### src/rtl/ul_comp_pkg.sv
// ul_comp_pkg: widths, IQ types and helpers shared by the uplink compressor and decompressor
package ul_comp_pkg;
  localparam int MANT_W = 7;
  localparam int OUT_W = 16;
  localparam int RE_PER_PRB = 12;
  localparam int SHIFT_W = 4;
  localparam logic [SHIFT_W-1:0] MAX_SHIFT = SHIFT_W'(OUT_W - MANT_W);
  localparam logic [3:0] LAST_RE = 4'(RE_PER_PRB - 1);
  typedef struct packed {
    logic [MANT_W-1:0] i;
    logic [MANT_W-1:0] q;
  } cmp_iq_t;
  typedef struct packed {
    logic [OUT_W-1:0] i;
    logic [OUT_W-1:0] q;
  } iq_t;
  typedef struct packed {
    logic       vld;
    logic       sop;
    logic       eop;
    logic       frm;
    logic [6:0] slot;
    logic [3:0] symb;
    logic [8:0] prb;
    logic [3:0] re;
  } ctl_t;
  function automatic logic [OUT_W-1:0] sext(input logic [MANT_W-1:0] m);
    return {{(OUT_W - MANT_W){m[MANT_W-1]}}, m};
  endfunction
endpackage

### src/rtl/ul_decompress_lane.sv
// ul_decompress_lane: one antenna lane -- exponent latch/clamp, shift, 2-stage pipe.
// UL_DECOMP_ROUND_EN adds mid-point reconstruction (1<<(e-1)) for e > 0.
module ul_decompress_lane
  import ul_comp_pkg::*;
(
  input  logic                 clk,
  input  logic                 rst,
  input  logic                 re0,
  input  logic [2*MANT_W-1:0]  i_data,
  input  logic [SHIFT_W-1:0]   i_shift,
  output logic [2*OUT_W-1:0]   o_data,
  output logic                 o_shift_err
);
  logic [SHIFT_W-1:0] shift_lat, e_sel, e_r;
  cmp_iq_t d_r;
  logic err_r;
  logic [OUT_W-1:0] rnd;
  assign e_sel = re0 ? i_shift : shift_lat;
`ifdef UL_DECOMP_ROUND_EN
  assign rnd = (OUT_W'(1) << e_r) >> 1;
`else
  assign rnd = '0;
`endif
  always_ff @(posedge clk)
    if (!rst) begin
      shift_lat   <= '0;
      d_r         <= '0;
      e_r         <= '0;
      err_r       <= 1'b0;
      o_data      <= '0;
      o_shift_err <= 1'b0;
    end else begin
      if (re0) shift_lat <= i_shift;
      d_r         <= i_data;
      e_r         <= (e_sel > MAX_SHIFT) ? MAX_SHIFT : e_sel;
      err_r       <= re0 && (i_shift > MAX_SHIFT);
      o_data      <= {(sext(d_r.i) << e_r) + rnd, (sext(d_r.q) << e_r) + rnd};
      o_shift_err <= err_r;
    end
endmodule

### src/rtl/ul_decompress_data.sv
// ul_decompress_data: 4-lane uplink BFP decompressor with PRB framing check and error count.
// Optional mid-point rounding is selected by UL_DECOMP_ROUND_EN inside the lanes.
module ul_decompress_data
  import ul_comp_pkg::*;
(
  input  logic        clk,
  input  logic        rst,
  input  logic        i_sop,
  input  logic        i_eop,
  input  logic        i_vld,
  input  logic [13:0] i_data_ant0,
  input  logic [13:0] i_data_ant1,
  input  logic [13:0] i_data_ant2,
  input  logic [13:0] i_data_ant3,
  input  logic [3:0]  i_shift0,
  input  logic [3:0]  i_shift1,
  input  logic [3:0]  i_shift2,
  input  logic [3:0]  i_shift3,
  input  logic [6:0]  i_slot_idx,
  input  logic [3:0]  i_symb_idx,
  input  logic [8:0]  i_prb_idx,
  output logic        o_sop,
  output logic        o_eop,
  output logic        o_vld,
  output logic [31:0] o_data_ant0,
  output logic [31:0] o_data_ant1,
  output logic [31:0] o_data_ant2,
  output logic [31:0] o_data_ant3,
  output logic [6:0]  o_slot_idx,
  output logic [3:0]  o_symb_idx,
  output logic [8:0]  o_prb_idx,
  output logic [3:0]  o_re_idx,
  output logic        o_frm_err,
  output logic        o_shift_err,
  output logic [15:0] o_err_cnt
);
  logic [3:0] re_cnt, re_idx;
  logic frm_err, re0;
  ctl_t m1, m2;
  logic [13:0] din [4];
  logic [3:0] sin [4];
  logic [31:0] dout [4];
  logic [3:0] serr;
  // sop restarts the PRB even when it arrives early; the sample is still RE 0
  assign re_idx  = (i_vld && i_sop) ? '0 : re_cnt;
  assign frm_err = i_vld && ((i_eop && re_idx != LAST_RE) || (i_sop && re_cnt != '0));
  assign re0     = i_vld && re_idx == '0;
  assign din = '{i_data_ant0, i_data_ant1, i_data_ant2, i_data_ant3};
  assign sin = '{i_shift0, i_shift1, i_shift2, i_shift3};
  for (genvar g = 0; g < 4; g++) begin : g_lane
    ul_decompress_lane u_lane (
      .clk        (clk),
      .rst        (rst),
      .re0        (re0),
      .i_data     (din[g]),
      .i_shift    (sin[g]),
      .o_data     (dout[g]),
      .o_shift_err(serr[g])
    );
  end
  always_ff @(posedge clk)
    if (!rst) begin
      re_cnt    <= '0;
      m1        <= '0;
      m2        <= '0;
      o_err_cnt <= '0;
    end else begin
      if (i_vld) re_cnt <= (i_eop || re_idx == LAST_RE) ? '0 : re_idx + 4'd1;
      m1 <= '{vld: i_vld, sop: i_vld && i_sop, eop: i_vld && i_eop, frm: frm_err,
              slot: i_slot_idx, symb: i_symb_idx, prb: i_prb_idx, re: re_idx};
      m2 <= m1;
      if ((o_frm_err || o_shift_err) && o_err_cnt != '1) o_err_cnt <= o_err_cnt + 16'd1;
    end
  assign o_vld       = m2.vld;
  assign o_sop       = m2.sop;
  assign o_eop       = m2.eop;
  assign o_frm_err   = m2.frm;
  assign o_slot_idx  = m2.slot;
  assign o_symb_idx  = m2.symb;
  assign o_prb_idx   = m2.prb;
  assign o_re_idx    = m2.re;
  assign o_shift_err = |serr;
  assign o_data_ant0 = dout[0];
  assign o_data_ant1 = dout[1];
  assign o_data_ant2 = dout[2];
  assign o_data_ant3 = dout[3];
endmodule

### config.mk
export PLATFORM = sky130hd
export DESIGN_NAME = ul_decompress_data
export DESIGN_NICKNAME = d
export VERILOG_FILES = /design/src/rtl/ul_comp_pkg.sv /design/src/rtl/ul_decompress_lane.sv /design/src/rtl/ul_decompress_data.sv
export SDC_FILE = /design/constraint.sdc
export NUM_CORES = 1
export LEC_CHECK = 0
export ABC_AREA = 1
export CAP_MARGIN = 20
export CORE_MARGIN = 3
export CORE_UTILIZATION = 40
export CTS_CLUSTER_SIZE = 40
export DETAILED_ROUTE_END_ITERATION = 8
export PLACE_DENSITY = 0.66
export SLEW_MARGIN = 20
export SYNTH_ARGS = -nofsm -noshare
export SYNTH_HDL_FRONTEND = slang
export SYNTH_SLANG_ARGS = --single-unit
### constraint.sdc
create_clock -name clk -period 2.6 [get_ports clk]
set_clock_uncertainty 0.05 [all_clocks]
set_input_delay 0.65 -clock clk [delete_from_list [all_inputs] [get_ports clk]]
set_output_delay 0.65 -clock clk [all_outputs]
set_load 0.02 [all_outputs]
* After elaboration in Yosys (flattened, before gate mapping)
Index checks and enable logic that the tools add are counted.
** Operators by class
- Magnitude comparators :: 8
- Add/subtract/negate cells :: 2
- Equal/unequal tests :: 3
- Multiplexer cells :: 10
- Reduce and logical (&&, ||, !) cells :: 21
- Shifts and indexed selects :: 8
- Bitwise logic cells :: 1
** Operator list (number)
- << shifter 16 x 4 -> 16 bit :: 8
- 2-to-1 mux 4 bit :: 10
- > comparator 4 bit, second input constant :: 8
- adder 16 x 1 -> 16 bit, second input constant :: 1
- inequality test 16 bit, second input constant :: 1
- logical AND 1 bit :: 11
- OR reduction 2 bit :: 4
- adder 4 x 1 -> 4 bit, second input constant :: 1
- equality test 4 bit, second input constant :: 1
- logical NOT 4 bit :: 1
- inequality test 4 bit, second input constant :: 1
- nonzero test 4 bit :: 1
- OR reduction 4 bit :: 1
- logical OR 1 bit :: 3
- inverter 1 bit :: 1
** Storage, ports and cells
- Logic and storage cells :: 103
- Bits of input ports :: 97
- Bits in registers :: 300

* Longest topological paths before layout
Gate-level depths: netlist of the first run.
- Word-level depth :: 7
- Depth in mapped cells :: 14

* Hierarchy
Synthesis of the first run repeated with hierarchy kept, for this count alone.
** Second synthesis, totals
- Cells, all modules :: 1666
- Area, all modules :: 11783.8 µm²
** Modules (own cells, without submodules)
- ul_decompress_lane :: area an instance 2254.7 µm², sequential area each 1121.1 µm², times used 4, cells an instance 326
- ul_decompress_data :: area an instance 2765.2 µm², sequential area each 1521.5 µm², times used 1, cells an instance 362

* Least setup slack after synthesis of the first run
No wires, ideal clock.
- Kind :: in2reg
- From :: in i_sop
- To :: reg g_lane[0].u_lane.e_r[0]
- Stages on the path :: 14
- Arrival :: 1.898 ns
- Setup slack :: 0.539 ns
- Required time :: 2.436 ns
- Cells stage by stage :: nand2_2 > inv_1 > nor2_1 > inv_1 > ha_1 > nand2_1 > inv_1 > nand3_4 > buf_2 > nand2_1 > o21ai_1 > nand2_1 > nand3_1 > nand2_1
** On the way
- Word-level cells in the longest chain between the ends :: 7
** Ends and longest elaborated chain
- from (decl) :: line ul_decompress_data.sv:8 : input logic i_sop,
- logical AND 1 bit (*) :: line ul_decompress_data.sv:45 : assign re_idx = (i_vld && i_sop) ? '0 : re_cnt;
- 2-to-1 mux 4 bit (*) :: line ul_decompress_data.sv:45
- net re_idx[0] :: line ul_decompress_data.sv:37 : logic [3:0] re_cnt, re_idx;
- logical NOT 4 bit (*) :: line ul_decompress_data.sv:47 : assign re0 = i_vld && re_idx == '0;
- logical AND 1 bit (*) :: line ul_decompress_data.sv:47
- 2-to-1 mux 4 bit (*)
- > comparator 4 bit :: line ul_decompress_lane.sv:35 : e_r <= (e_sel > MAX_SHIFT) ? MAX_SHIFT : e_sel;
- 2-to-1 mux 4 bit (*) :: line ul_decompress_lane.sv:35
- to (signal assigned) :: line ul_decompress_lane.sv:35
- to (decl) :: line ul_decompress_lane.sv:14 : logic [SHIFT_W-1:0] shift_lat, e_sel, e_r;
Mark *: on every way through the listed nets, which the timed path passes. The rest lies on a longest branch.
A chain may end at the register's enable or synchronous reset.

* Worst setup path in the final report of the first run
- From :: reg g_lane[1].u_lane.o_shift_err
- To :: out o_shift_err
** On the way
- Word-level cells in the longest chain between the ends :: 1
** Ends and longest elaborated chain
- from (decl) :: line ul_decompress_lane.sv:12 : output logic o_shift_err
- from (signal assigned) :: line ul_decompress_lane.sv:38 : o_shift_err <= err_r;
- OR reduction 4 bit :: line ul_decompress_data.sv:82 : assign o_shift_err = |serr;
- to (decl) :: line ul_decompress_data.sv:34 : output logic o_shift_err,
No other way between the ends.

==> results of run 1 <==
## through the flow
stage	hold slack [ns]	worst slack [ns]	setup TNS, ns
floorplan	0.340	0.539	0
global route	0.379	0.105	0
finish	0.361	0.195	0
CTS	0.362	0.166	0
global placement	0.343	0.0498	0
detailed placement	0.352	-0.00468	-0.0139
## kinds of logic (layout without fill, tap and decap cells)
family	Yosys count	count (layout)	share of synthesized area (%)
buffers and inverters	272	552	9.62
and+or+nand+nor	785	785	28.3
adders and majority gates	3	3	0.327
AOI/OAI and AO/OA	192	192	8.90
muxes	1	1	0.0873
xor gates and xnor gates	6	6	0.458
DFF	300	300	52.4
## registers in the layout, summed over array words and instances (netlist names), 4 cells and up
signal and cells:
o_slot_idx 7, g_lane.u_lane.o_shift_err 4, g_lane.u_lane.d_r 56, re_cnt 4, o_err_cnt 16, g_lane.u_lane.e_r 16, o_symb_idx 4, g_lane.u_lane.o_data 128
o_prb_idx 9, g_lane.u_lane.shift_lat 16, o_re_idx 4, g_lane.u_lane.err_r 4, m1 28
## power breakdown
group	internal (W)	leakage, nW	switching [W]	total, W
Sequential	0.00490	2.47	0.000156	0.00506
Clock	0.00323	0.604	0.00179	0.00503
Combinational	0.000757	4.32	0.00106	0.00181
Total	0.00889	7.40	0.00300	0.0119
## layout by cell type, fill, tap and decap left out, types with 3 or more instances in the layout
cell,Yosys,layout
sky130_fd_sc_hd__ha_1,3,3
sky130_fd_sc_hd__o21ai_2,3,3
sky130_fd_sc_hd__a21oi_1,32,32
sky130_fd_sc_hd__clkbuf_16,0,37
sky130_fd_sc_hd__nand4_1,14,14
sky130_fd_sc_hd__or2_1,6,6
sky130_fd_sc_hd__a21oi_2,3,3
sky130_fd_sc_hd__clkinv_2,0,5
sky130_fd_sc_hd__and2_1,17,17
sky130_fd_sc_hd__nand2_1,474,474
sky130_fd_sc_hd__bufinv_16,0,4
sky130_fd_sc_hd__o21ai_1,14,14
sky130_fd_sc_hd__inv_2,6,6
sky130_fd_sc_hd__buf_4,2,21
sky130_fd_sc_hd__nand2_2,3,3
sky130_fd_sc_hd__nor2_1,157,157
sky130_fd_sc_hd__nor3_1,23,23
sky130_fd_sc_hd__nand3_1,75,75
sky130_fd_sc_hd__o21ai_0,129,129
sky130_fd_sc_hd__or2_2,12,12
sky130_fd_sc_hd__clkbuf_8,0,9
sky130_fd_sc_hd__dfxtp_1,300,300
sky130_fd_sc_hd__xnor2_1,4,4
sky130_fd_sc_hd__clkdlybuf4s50_1,0,268
sky130_fd_sc_hd__clkbuf_1,27,6
sky130_fd_sc_hd__inv_1,194,194
sky130_fd_sc_hd__a21boi_0,8,8
## per-layer routing
metal | vias up | wire length (um) | GRT usage [%]
met3 | 58 | 2600 | 5.62
met5 | - | 13 | 0
li1 | 5296 | - | -
met4 | 2 | 793 | 6.48
met2 | 339 | 14300 | 33.5
met1 | 4606 | 13100 | 24.2
## worst reg2reg max path, stage by stage, from the launching register on
cell and delay [ns]:
sky130_fd_sc_hd__dfxtp_1 0.53, sky130_fd_sc_hd__inv_1 0.37, sky130_fd_sc_hd__nand3_1 0.18, sky130_fd_sc_hd__o21ai_0 0.16
sky130_fd_sc_hd__or2_2 0.35, sky130_fd_sc_hd__nand2_1 0.06, sky130_fd_sc_hd__nand2_1 0.05, sky130_fd_sc_hd__nor2_1 0.10
## how the worst max path moves through the flow
stage,end,cells past startpoint,slack [ns]
finish,o_shift_err,3,0.19
floorplan,g_lane[0].u_lane.e_r[0],14,0.54
detailed placement,g_lane[3].u_lane.e_r[0],14,-0.005
CTS,o_shift_err,3,0.17
global placement,g_lane[0].u_lane.e_r[0],14,0.05
global route,o_shift_err,3,0.11
## final cells by class
type | count | area share [%]
clock buffer | 52 | 6.83
sequential | 300 | 38.3
tap | 378 | 3.01
inverter | 200 | 4.78
multi-input combinational | 987 | 27.8
clock inverter | 9 | 0.925
timing repair buffer | 291 | 18.4
==> run_results.csv, run 1 <==
group,metric,value,unit
logic_synthesis,synth_top_cell_area_share,52.4,%
finish,multi_input_comb_area,0.00436,mm2
worst_setup_path,critical_path.endpoint_type,"primary output",
placement,placement.cell_area,0.0145,mm2
worst_setup_path,cp-start-kind,"flip-flop",
finish,drive_above_1_share,5.98,%
clock_tree,cts_root_cell,"sky130_fd_sc_hd__clkbuf_16",
finish,n_antenna_cell,0,
placement,dpl_wire_length,22.9,mm
worst_setup_path,worstPathRequired,1.90,ns
clock_tree,cts.path.max_buffers,3,
logic_synthesis,synthArstFlopShare,0,%
floorplan,floorplan.die.width,175,um
routing,drt_first_pass_iters,5,
clock_tree,post_cts_buffers,0,
clock_tree,clk-insertion-delay-late,0.50,ns
floorplan,initial_core_util,41.0,%
sta,slew_viol_final,0,
min_path,hold_path_class,"reg2reg",
clock_tree,cts_hold_buffers,0,
logic_synthesis,netlist.top_cell.by_area,"sky130_fd_sc_hd__dfxtp_1",
run_status,outcome,"finished, final reports clean",
finish,seq_area,0.00601,mm2
routing,ant_nets,0,
clock_tree,tritoncts.num_buffers,34,
routing,vias,10301,
worst_setup_path,critPathArrivalTime,1.71,ns
worst_setup_path,critical_path_fanouts_max,2,
sta,fin_crit_share,92.5,%
sta,worst_pin_slew,0.614,ns
global_route,grt_first_pass_wirelength,49.9,mm
finish,finish.net_count,1914,
worst_setup_path,critPathMaxStageDelay,0.59,ns
logic_synthesis,most_used_flip_flop_cell_after_synthesis,"sky130_fd_sc_hd__dfxtp_1",
finish,area_growth_syn_to_layout,36.8,%
min_path,whs_endpoint,"o_slot_idx[5]",
logic_synthesis,syn_area,0.0115,mm2
sta,tightest_slew_margin_relative_to_the_limit,58.9,%
placement,place.gp.congestion,0.956,
power,p_leak,7.40,nW
worst_setup_path,crit_path_start,"g_lane[1].u_lane.o_shift_err",
global_route,antenna_found_initial,1,
worst_setup_path,reg2reg_to,"g_lane[0].u_lane.o_data[11]",
logic_synthesis,yosys_warnings,0,
min_path,min_from,"m1[22]",
clock_tree,cts.htree.levels,2,
global_route,gr-usage-all-layers,19.7,%
routing,viasPerCell,4.65,
global_route,grt_start_max_net_pins,69,
logic_synthesis,synthTopCellsByArea,"sky130_fd_sc_hd__dfxtp_1 52%, sky130_fd_sc_hd__nand2_1 16%, sky130_fd_sc_hd__inv_1 6.3%, sky130_fd_sc_hd__o21ai_0 5.6%, sky130_fd_sc_hd__nor2_1 5.1%",
sta,grt_setup_unrepaired,"no",
logic_synthesis,yosysSeqAreaShare,52.4,%
worst_setup_path,timing.critical_path.slowest_stage_cell,"sky130_fd_sc_hd__clkdlybuf4s50_1",
routing,route.final.wire_length,30.7,mm
sta,max_clock_freq,416,MHz
power,p_total,0.0119,W
logic_synthesis,synth_area_per_cell,7.36,um2
sta,setup_viol_count_final,0,
power,power_density,758,mW/mm2
logic_synthesis,synth-edff-count,0,
sta,fin_crit,2.41,ns
worst_setup_path,crit_family,"buffers and inverters",
sta,final_hold_viol_count,0,
job,maximum_capacitance_violations,0,
logic_synthesis,syn-instance-count,1559,
finish,stdcell_area,0.0157,mm2
finish,fillCellCount,2673,
finish,stdcell_count,2217,
placement,dp_cells,2156,
global_route,gr-total-overflow,0,
routing,drtIter0Drc,795,
floorplan,top_level_ports,270,
logic_synthesis,netlist_top_cells_count,"474 x sky130_fd_sc_hd__nand2_1, 300 x sky130_fd_sc_hd__dfxtp_1, 194 x sky130_fd_sc_hd__inv_1",
floorplan,fp.dieH,175,um
floorplan,die-area,0.0307,mm2
clock_tree,cts_resized,0,
floorplan,standard_cell_row_count,61,
placement,io_buffers,269,
worst_setup_path,timing_worst_setup_path_type,"reg2out",
floorplan,core_region_area,0.0280,mm2
worst_setup_path,crit_path_cell_trace,"nor2_1, nand3_1, clkdlybuf4s50_1",
routing,post_drt_wl_per_cell,13.9,um
logic_synthesis,synthDistinctLibCells,32,
worst_setup_path,r2r_cells,7,
min_path,worst_hold_path.num_cells,2,
power,vdd_ir_drop_max,0.000419,V
routing,drt_drc_violations_left,0,
worst_setup_path,timing.critical_path.buf_inv,1,
global_route,first_global_vias,10005,
worst_setup_path,reg2reg_launch_point,"g_lane[0].u_lane.e_r[1]",
clock_tree,tritoncts_num_sinks,300,
finish,postLayoutCoreUtil,56.0,%
worst_setup_path,register_to_register_setup_slack,0.69,ns
clock_tree,worst_setup_hold_path_clk_slew,0.06,ns
logic_synthesis,synthesized_flop_and_latch_total,300,
logic_synthesis,synth.most_common_cell,"sky130_fd_sc_hd__nand2_1",
logic_synthesis,mappedNetlistNets,1659,
clock_tree,cts_tree,"done",
Note: power is estimated with default switching activity, not from simulation.
==> run 2: changes to the inputs <==
GPL_TIMING_DRIVEN = 1   (was unset)
==> results of run 2 <==
The final DEF is identical to that of run 1; final timing and power are the same.
==> run 3: changes to the inputs <==
clock period = 2.3 ns   (was 2.6 ns; I/O delays follow)
==> run_results.csv, run 3 (same netlist as run 1, synthesis figures left out) <==
group,metric,value,unit
floorplan,top_level_ports,270,
worst_setup_path,critPathMaxStageDelay,0.67,ns
global_route,first_global_vias,9933,
floorplan,fp.dieH,175,um
placement,dpl_wire_length,22.5,mm
routing,drt_first_pass_iters,5,
routing,vias,10296,
power,p_total,0.0136,W
min_path,hold_path_class,"reg2reg",
worst_setup_path,crit_path_start,"o_err_cnt[15]",
run_status,outcome,"finished, final reports clean",
sta,fin_crit,2.22,ns
clock_tree,cts.htree.levels,2,
floorplan,initial_core_util,41.0,%
sta,grt_setup_unrepaired,"no",
floorplan,core_region_area,0.0280,mm2
clock_tree,post_cts_buffers,0,
global_route,gr-total-overflow,0,
clock_tree,tritoncts.num_buffers,34,
sta,hold_ws,0.359,ns
clock_tree,cts_root_cell,"sky130_fd_sc_hd__clkbuf_16",
sta,final_hold_viol_count,0,
global_route,grt_first_pass_wirelength,49.4,mm
finish,finish.net_count,1927,
clock_tree,clk-insertion-delay-late,0.49,ns
sta,max_clock_freq,450,MHz
sta,slew_viol_final,0,
min_path,min_from,"g_lane[2].u_lane.err_r",
routing,route.final.wire_length,30.5,mm
worst_setup_path,crit_path_cell_trace,"clkdlybuf4s50_1",
clock_tree,worst_setup_hold_path_clk_slew,0.06,ns
finish,area_growth_syn_to_layout,37.9,%
worst_setup_path,timing_worst_setup_path_type,"reg2out",
finish,postLayoutCoreUtil,56.5,%
finish,fillCellCount,2607,
placement,place.gp.congestion,0.887,
sta,tightest_slew_margin_relative_to_the_limit,57.0,%
finish,drive_above_1_share,6.85,%
worst_setup_path,timing.critical_path.slowest_stage_cell,"sky130_fd_sc_hd__clkdlybuf4s50_1",
routing,drtIter0Drc,723,
sta,setup_viol_count_final,0,
global_route,grt_start_max_net_pins,120,
worst_setup_path,critical_path_fanouts_max,6,
floorplan,standard_cell_row_count,61,
finish,final_common_cell,"sky130_fd_sc_hd__nand2_1",
clock_tree,cts.path.max_buffers,3,
worst_setup_path,reg2reg_launch_point,"g_lane[3].u_lane.e_r[1]",
clock_tree,cts_hold_buffers,0,
worst_setup_path,worstPathRequired,1.67,ns
placement,io_buffers,269,
routing,post_drt_wl_per_cell,13.7,um
finish,max_ffs_per_register,128,
floorplan,floorplan.die.width,175,um
routing,drt_drc_violations_left,0,
finish,stdcell_area,0.0158,mm2
sta,worst_pin_slew,0.644,ns
worst_setup_path,critPathArrivalTime,1.60,ns
worst_setup_path,cp-start-kind,"flip-flop",
worst_setup_path,crit_family,"buffers and inverters",
power,vdd_ir_drop_max,0.000475,V
routing,ant_nets,0,
power,power_density,858,mW/mm2
floorplan,die-area,0.0307,mm2
clock_tree,tritoncts_num_sinks,300,
job,maximum_capacitance_violations,0,
global_route,antenna_found_initial,2,
clock_tree,cts_tree,"done",
worst_setup_path,critical_path.endpoint_type,"primary output",
worst_setup_path,timing.critical_path.buf_inv,1,
global_route,gr-usage-all-layers,19.5,%
power,p_leak,7.50,nW
placement,placement.cell_area,0.0146,mm2
finish,layout.cells.most_common_list,"474 x sky130_fd_sc_hd__nand2_1, 300 x sky130_fd_sc_hd__dfxtp_1, 265 x sky130_fd_sc_hd__clkdlybuf4s50_1",
sta,fin_crit_share,96.7,%
finish,reg.largest.list,"g_lane.u_lane.o_data x128, g_lane.u_lane.d_r x56, m1 x28",
finish,largest_register_by_flop_count,"g_lane.u_lane.o_data",
routing,viasPerCell,4.61,
-- run 3: final timing paths --
check                                               endpoint  slack, ns  cells past startpoint
worst max register to register   g_lane[3].u_lane.o_data[11]       0.37                      7
worst max-delay path                           o_err_cnt[15]       0.08                      1
worst min register to register  g_lane[2].u_lane.o_shift_err       0.36                      2
worst min-delay path            g_lane[2].u_lane.o_shift_err       0.36                      2
-- run 3: timing repair --
| action | in CTS | in global routing |
|---|---|---|
| pin swaps | 0 | 0 |
| setup endpoints to repair | 1 | 3 |
| resized for setup | 1 | 3 |
-- run 3: worst reg2reg max path: cells and delay by family, from the launching register on --
family / cells / cell delay [ns]
AND/OR/NAND/NOR: 5 / 0.79
buffers and inverters: 1 / 0.39
AO/OA/AOI/OAI: 1 / 0.12
flip-flops: 1 / 0.51
-- run 3: final cells by class --
class / instances / area (um2) / area share (%)
Antenna cell: 1 / 2.50 / 0.0158
Clock buffer: 48 / 1040 / 6.55
Clock inverter: 14 / 209 / 1.32
Inverter: 200 / 751 / 4.74
Multi-Input combinational cell: 987 / 4370 / 27.6
Sequential cell: 300 / 6010 / 38.0
Tap cell: 378 / 473 / 2.99
Timing Repair Buffer: 304 / 2980 / 18.8
-- run 3: metal layers --
metal / GRT usage [%] / up-vias / part of all wire, % / wire, um
li1: - / 5332 / - / -
met1: 24.4 / 4561 / 43 / 13100
met2: 32.3 / 347 / 46 / 13900
met3: 5.45 / 54 / 8.6 / 2640
met4: 6.78 / 2 / 2.9 / 896
met5: 0 / - / 0.043 / 13
-- run 3: power by group --
part | switching, W | internal, W
sequential | 0.000176 | 0.00554
clock | 0.00208 | 0.00372
combinational | 0.00119 | 0.000870
-- run 3: through the flow --
stage	TNS (ns)	instances	setup WS, ns
2_1_floorplan	0	1559	0.314
3_3_place_gp	-2.36	2169	-0.181
3_5_place_dp	-4.58	2169	-0.226
4_1_cts	0	2231	0.0196
5_1_grt	0	2232	0.00617
6_report	0	2232	0.0766
